### src/rtl/riscv_apb_arbiter.sv
// riscv_apb_arbiter
//   Shares the single memory APB port between the instruction fetch unit (IF)
//   and the load/store unit (LSU). The winning request is replayed on the
//   memory side as SETUP/ACCESS. pready/prdata are returned only to the
//   winner. One transfer is in flight at a time, and an IDLE cycle separates
//   consecutive transfers. Arbitration happens in that IDLE cycle.
//
// Configuration macro: ARB_ROUND_ROBIN_EN
//   defined   : ties go to the port not granted last (IF if none granted yet)
//   undefined : fixed priority, LSU_PRIO=1 -> LSU wins ties, 0 -> IF wins ties
//
// Ports
//   clk, reset                      clock, async active-high reset
//   if_*_i / lsu_*_i                requester APB slave inputs (psel, penable,
//                                   paddr, pwrite, pwdata)
//   if_pready_o, if_prdata_o        IF completion and read data
//   lsu_pready_o, lsu_prdata_o      LSU completion and read data
//   psel_o, penable_o, paddr_o,
//   pwrite_o, pwdata_o              memory-side APB master outputs
//   pready_i, prdata_i              memory-side APB responses
//   gnt_lsu_o                       current/last grant (1 = LSU, 0 = IF)
module riscv_apb_arbiter #(
  parameter int unsigned ADDR_W   = 32,
  parameter int unsigned DATA_W   = 32,
  parameter bit          LSU_PRIO = 1'b1
) (
  input  logic              clk,
  input  logic              reset,
  // IF requester
  input  logic              if_psel_i,
  input  logic              if_penable_i,
  input  logic [ADDR_W-1:0] if_paddr_i,
  input  logic              if_pwrite_i,
  input  logic [DATA_W-1:0] if_pwdata_i,
  output logic              if_pready_o,
  output logic [DATA_W-1:0] if_prdata_o,
  // LSU requester
  input  logic              lsu_psel_i,
  input  logic              lsu_penable_i,
  input  logic [ADDR_W-1:0] lsu_paddr_i,
  input  logic              lsu_pwrite_i,
  input  logic [DATA_W-1:0] lsu_pwdata_i,
  output logic              lsu_pready_o,
  output logic [DATA_W-1:0] lsu_prdata_o,
  // memory side
  output logic              psel_o,
  output logic              penable_o,
  output logic [ADDR_W-1:0] paddr_o,
  output logic              pwrite_o,
  output logic [DATA_W-1:0] pwdata_o,
  input  logic              pready_i,
  input  logic [DATA_W-1:0] prdata_i,
  output logic              gnt_lsu_o
);

  typedef enum logic [1:0] {
    ST_IDLE   = 2'd0,
    ST_SETUP  = 2'd1,
    ST_ACCESS = 2'd2
  } state_e;

  state_e state_q, state_d;
  logic   gnt_q, gnt_d;
  logic   win_lsu_c;
  logic   busy_c;
  logic   done_c;

  // Requester penable carries no sequencing information here.
  logic   unused_c;
  assign unused_c = ^{if_penable_i, lsu_penable_i, LSU_PRIO};

`ifdef ARB_ROUND_ROBIN_EN
  // Set once any grant has been made, so the first tie after reset goes to IF.
  logic   gnt_vld_q, gnt_vld_d;
`endif

  // State and grant registers.
  always_ff @(posedge clk or posedge reset) begin
    if (reset) begin
      state_q   <= ST_IDLE;
      gnt_q     <= 1'b0;
`ifdef ARB_ROUND_ROBIN_EN
      gnt_vld_q <= 1'b0;
`endif
    end else begin
      state_q   <= state_d;
      gnt_q     <= gnt_d;
`ifdef ARB_ROUND_ROBIN_EN
      gnt_vld_q <= gnt_vld_d;
`endif
    end
  end

  // Winner selection among the currently asserted requests.
  always_comb begin
    win_lsu_c = lsu_psel_i;
    if (if_psel_i && lsu_psel_i) begin
`ifdef ARB_ROUND_ROBIN_EN
      win_lsu_c = gnt_vld_q ? ~gnt_q : 1'b0;
`else
      win_lsu_c = LSU_PRIO;
`endif
    end
  end

  // Next-state logic; grant is captured only in IDLE.
  always_comb begin
    state_d   = state_q;
    gnt_d     = gnt_q;
`ifdef ARB_ROUND_ROBIN_EN
    gnt_vld_d = gnt_vld_q;
`endif
    case (state_q)
      ST_IDLE: begin
        if (if_psel_i || lsu_psel_i) begin
          state_d   = ST_SETUP;
          gnt_d     = win_lsu_c;
`ifdef ARB_ROUND_ROBIN_EN
          gnt_vld_d = 1'b1;
`endif
        end
      end
      ST_SETUP:  state_d = ST_ACCESS;
      ST_ACCESS: if (pready_i) state_d = ST_IDLE;
      default:   state_d = ST_IDLE;
    endcase
  end

  // Memory-side outputs muxed from the granted port; zero while idle.
  always_comb begin
    busy_c    = (state_q != ST_IDLE);
    done_c    = (state_q == ST_ACCESS) && pready_i;
    psel_o    = busy_c;
    penable_o = (state_q == ST_ACCESS);
    paddr_o   = '0;
    pwrite_o  = 1'b0;
    pwdata_o  = '0;
    if (busy_c) begin
      paddr_o  = gnt_q ? lsu_paddr_i  : if_paddr_i;
      pwrite_o = gnt_q ? lsu_pwrite_i : if_pwrite_i;
      pwdata_o = gnt_q ? lsu_pwdata_i : if_pwdata_i;
    end
  end

  // Completion routed only to the winner; read data zeroed when not ready.
  assign if_pready_o  = done_c && !gnt_q;
  assign lsu_pready_o = done_c &&  gnt_q;
  assign if_prdata_o  = if_pready_o  ? prdata_i : '0;
  assign lsu_prdata_o = lsu_pready_o ? prdata_i : '0;
  assign gnt_lsu_o    = gnt_q;

endmodule

### config.mk
export PLATFORM = sky130hd
export DESIGN_NAME = riscv_apb_arbiter
export DESIGN_NICKNAME = d
export VERILOG_FILES = /design/src/rtl/riscv_apb_arbiter.sv
export SDC_FILE = /design/constraint.sdc
export NUM_CORES = 1
export LEC_CHECK = 0
export CAP_MARGIN = 10
export CELL_PAD_IN_SITES_DETAIL_PLACEMENT = 1
export CELL_PAD_IN_SITES_GLOBAL_PLACEMENT = 1
export CORE_MARGIN = 5
export CORE_UTILIZATION = 13
export DETAILED_ROUTE_END_ITERATION = 8
export GPL_TIMING_DRIVEN = 0
export PLACE_DENSITY_LB_ADDON = 0.1
export SYNTH_ARGS = -nofsm -noshare
export SYNTH_HDL_FRONTEND = slang
export SYNTH_SLANG_ARGS = --single-unit
### constraint.sdc
create_clock -name clk -period 2.45 [get_ports clk]
set_clock_uncertainty 0.15 [all_clocks]
set_input_delay 0.245 -clock clk [delete_from_list [all_inputs] [get_ports clk]]
set_output_delay 0.245 -clock clk [all_outputs]
set_load 0.03 [all_outputs]
==> impl_metrics.py <==
metrics = {
    "routing": {
        "first_pass_iters": 4,
        "routed_wl_mm": 12.79,
        "vias_per_cell": 4.068,
        "wl_met1_mm": 4.364,
        "route.met2.wl_mm": 7.082,
        "routed.top_layer": "met4",
        "route.met3.wl_mm": 1.260,
        "drt_iter0_markers": 68,
        "drc": 0,
        "vias": 3067,
        "drt.antenna.violating_nets": 0,
        "wl_per_cell_um": 16.96,
    },
    "sta": {
        "setup-violations-final": 0,
        "timing.setup.tns_ps": 0,
        "hold_viol": 0,
        "whs_ps": 43.72,
        "min_period_ps": 2384,
        "maxSlewHeadroom_pct": 70.32,
        "timing_max_transition_violations_final": 0,
        "fin_crit_sh_pct": 97.32,
        "worst_pin_slew_ps": 445.2,
        "rsz0062_at_grt": "false",
        "fmax_mhz": 419.4,
    },
    "die": {
        "ios": 303,
        "row_count": 42,
        "chipHeight_um": 126.4,
        "chipWidth_um": 126.4,
        "dieArea_sq_um": 15980,
        "initial_core_util_pct": 13.30,
        "core_area_sq_um": 13240,
    },
    "clocking": {
        "clk_pin_slew_worst_paths_ps": 30,
        "root_buffer": "clkbuf_16",
        "htreeDepth": 1,
        "cts_made_buffers": 3,
        "postCtsSetupBuffers": 0,
        "clock_sinks": 3,
        "ctsResizeCount": 10,
        "cts_tree": "built",
        "hold_buffers": 0,
        "clk_latency_ps": 220,
        "cts_buffer_depth": 2,
    },
    "power": {
        "seqPwrFrac_pct": 1.9,
        "power.switching_mw": 3.005,
        "p_comb_share_pct": 93.3,
        "vdd_ir_drop_max_mv": 0.4570,
        "p_sw_share_pct": 56.65,
        "powerDensity_nw_per_um2": 1019,
        "clkPwrFrac_pct": 4.8,
        "p_int_mw": 2.299,
        "p_leak_nw": 3.151,
    },
    "synth": {
        "synthCells": 275,
        "synth-seq-cells": 3,
        "avgSynthCellArea_sq_um": 6.406,
        "ys_seq_area_share_pct": 4.261,
        "yosys_warnings": 0,
        "async_reset_ff_share_pct": 100.0,
        "synth_edf_count": 0,
        "syn-cell-area_sq_um": 1762,
        "synth_nets": 444,
        "synth-main-ff-cell": "dfrtp_1",
        "ys_types": 19,
    },
    "placement": {
        "dpl_cell_area_sq_um": 4975,
        "hpwl_mm": 11.25,
        "portBuffers": 299,
        "placedCellCount": 750,
        "routabilityCongestion": 0.7271,
    },
    "grt": {
        "grt_pass1_wl_mm": 18.86,
        "grt_use_total_pct": 14.66,
        "grt_pass1_vias": 3420,
        "grt-ovfl-total": 0,
        "grt_max_degree": 11,
        "antenna_found_initial": 0,
    },
    "hold_path": {
        "min-delay-path-class": "in -> async",
    },
    "layout": {
        "fin_area_sq_um": 5204,
        "drive_above_1_share_pct": 7.612,
        "final_cells": 754,
        "area_growth_syn_to_layout_pct": 195.4,
        "nets": 748,
        "antennaDiodeCount": 0,
    },
    "critical_path": {
        "criticalPathCategory": "reg -> out",
        "worstSetupStartpoint": "state_q[0]",
        "cp.arrival_ps": 1990,
        "required_ps": 2060,
        "crit_path_end_kind": "primary output",
        "start_kind": "register",
        "r2r_start": "state_q[1]",
        "path_max_fanout": 10,
    },
    "flow_run": {
        "maxCapViolations": 0,
    },
    "status": {
        "outcome": "finished clean",
    },
}
==> metal layers <==
| layer | global-route usage, % | vias up |
|---|---|---|
| met2 | 29.39 | 157 |
| li1 | - | 1506 |
| met5 | 0 | - |
| met3 | 5.969 | 4 |
| met4 | 1.703 | 0 |
| met1 | 14.31 | 1400 |
==> area by class of cell <==
| type | instances | area (sq um) |
|---|---|---|
| timing repair buffer | 299 | 3141 |
| multi-input combinational | 239 | 1448 |
| clock buffer | 4 | 78.83 |
| buffer | 31 | 234.0 |
| inverter | 2 | 7.507 |
| tap | 176 | 220.2 |
| fill | 1615 | 8039 |
| sequential | 3 | 75.07 |
==> layout by cell type (no fill, tap or decap) <==
master	netlist	routed
clkdlybuf4s50_1	0	225
nor2_1	123	123
mux2i_1	66	66
dlymetal6s2s_1	0	64
nand3_1	32	32
buf_2	14	14
buf_6	10	10
nor2_4	10	10
dlygate4sd2_1	0	10
buf_4	3	3
clkbuf_16	0	3
dfrtp_1	3	3
inv_1	2	2
nand2b_1	2	2
clkbuf_1	2	2
clkbuf_2	0	2
nor2_2	1	1
or3b_1	1	1
a22o_1	1	1
nand2_1	1	1
or2_1	1	1
buf_8	1	1
nor2b_1	1	1
==> worst paths after layout <==
check	slack, ps	to	cells past startpoint
worst max-delay path	70	lsu_prdata_o[22]	5
worst min-delay path	40	state_q[1]	2
worst max register to register	1110	gnt_lsu_o	3
worst min register to register	430	state_q[1]	1
min in group clk	280	state_q[1]	3
max in group asynchronous	1980	gnt_lsu_o	2
==> per-stage QoR <==
step | setup WS, ps | power (mW) | util, %
2_1_floorplan | 533.3 | 3.174 | -
3_3_place_gp | 203.7 | 5.192 | 37.57
3_5_place_dp | 185.3 | 5.226 | 37.57
4_1_cts | 0.7447 | 5.448 | 38.07
5_1_grt | 1.284 | 5.645 | 39.30
6_report | 65.75 | 5.304 | 39.30
==> power by group through the flow <==
stage	clock, mW	combinational, mW	sequential, mW
after floorplan	0	3.06	0.114
after global placement	0	5.09	0.102
after detailed placement	0	5.12	0.102
after CTS	0.260	5.09	0.102
after global routing	0.264	5.28	0.105
final	0.256	4.95	0.100
==> Yosys cell counts, types with 2 or more instances <==
library cell,count,share of area [%]
nor2_1,123,26
mux2i_1,66,37
nand3_1,32,9.1
buf_2,14,4.0
buf_6,10,6.4
nor2_4,10,6.4
buf_4,3,1.3
dfrtp_1,3,4.3
clkbuf_1,2,0.43
inv_1,2,0.43
nand2b_1,2,0.71
==> kinds of logic (layout without fill, tap and decap cells) <==
group	after synthesis	after routing	share of synthesized area, %
DFF	3	3	4.261
AOI/OAI and AO/OA	1	1	0.4972
and+or+nand+nor	172	172	44.18
muxes	66	66	37.50
buffers and inverters	33	336	13.57
==> critical path, cell delays in order, from the launching register on <==
cell and delay (ps):
dfrtp_1 430, nand2b_1 160, buf_2 160, buf_2 200, nor2_1 130, clkdlybuf4s50_1 690
==> sequential cells by signal, indices dropped and copies added (netlist names) <==
| signal | flops |
|---|---|
| gnt_lsu_o | 1 |
| state_q | 2 |
Power figures use the tool's default switching activity.
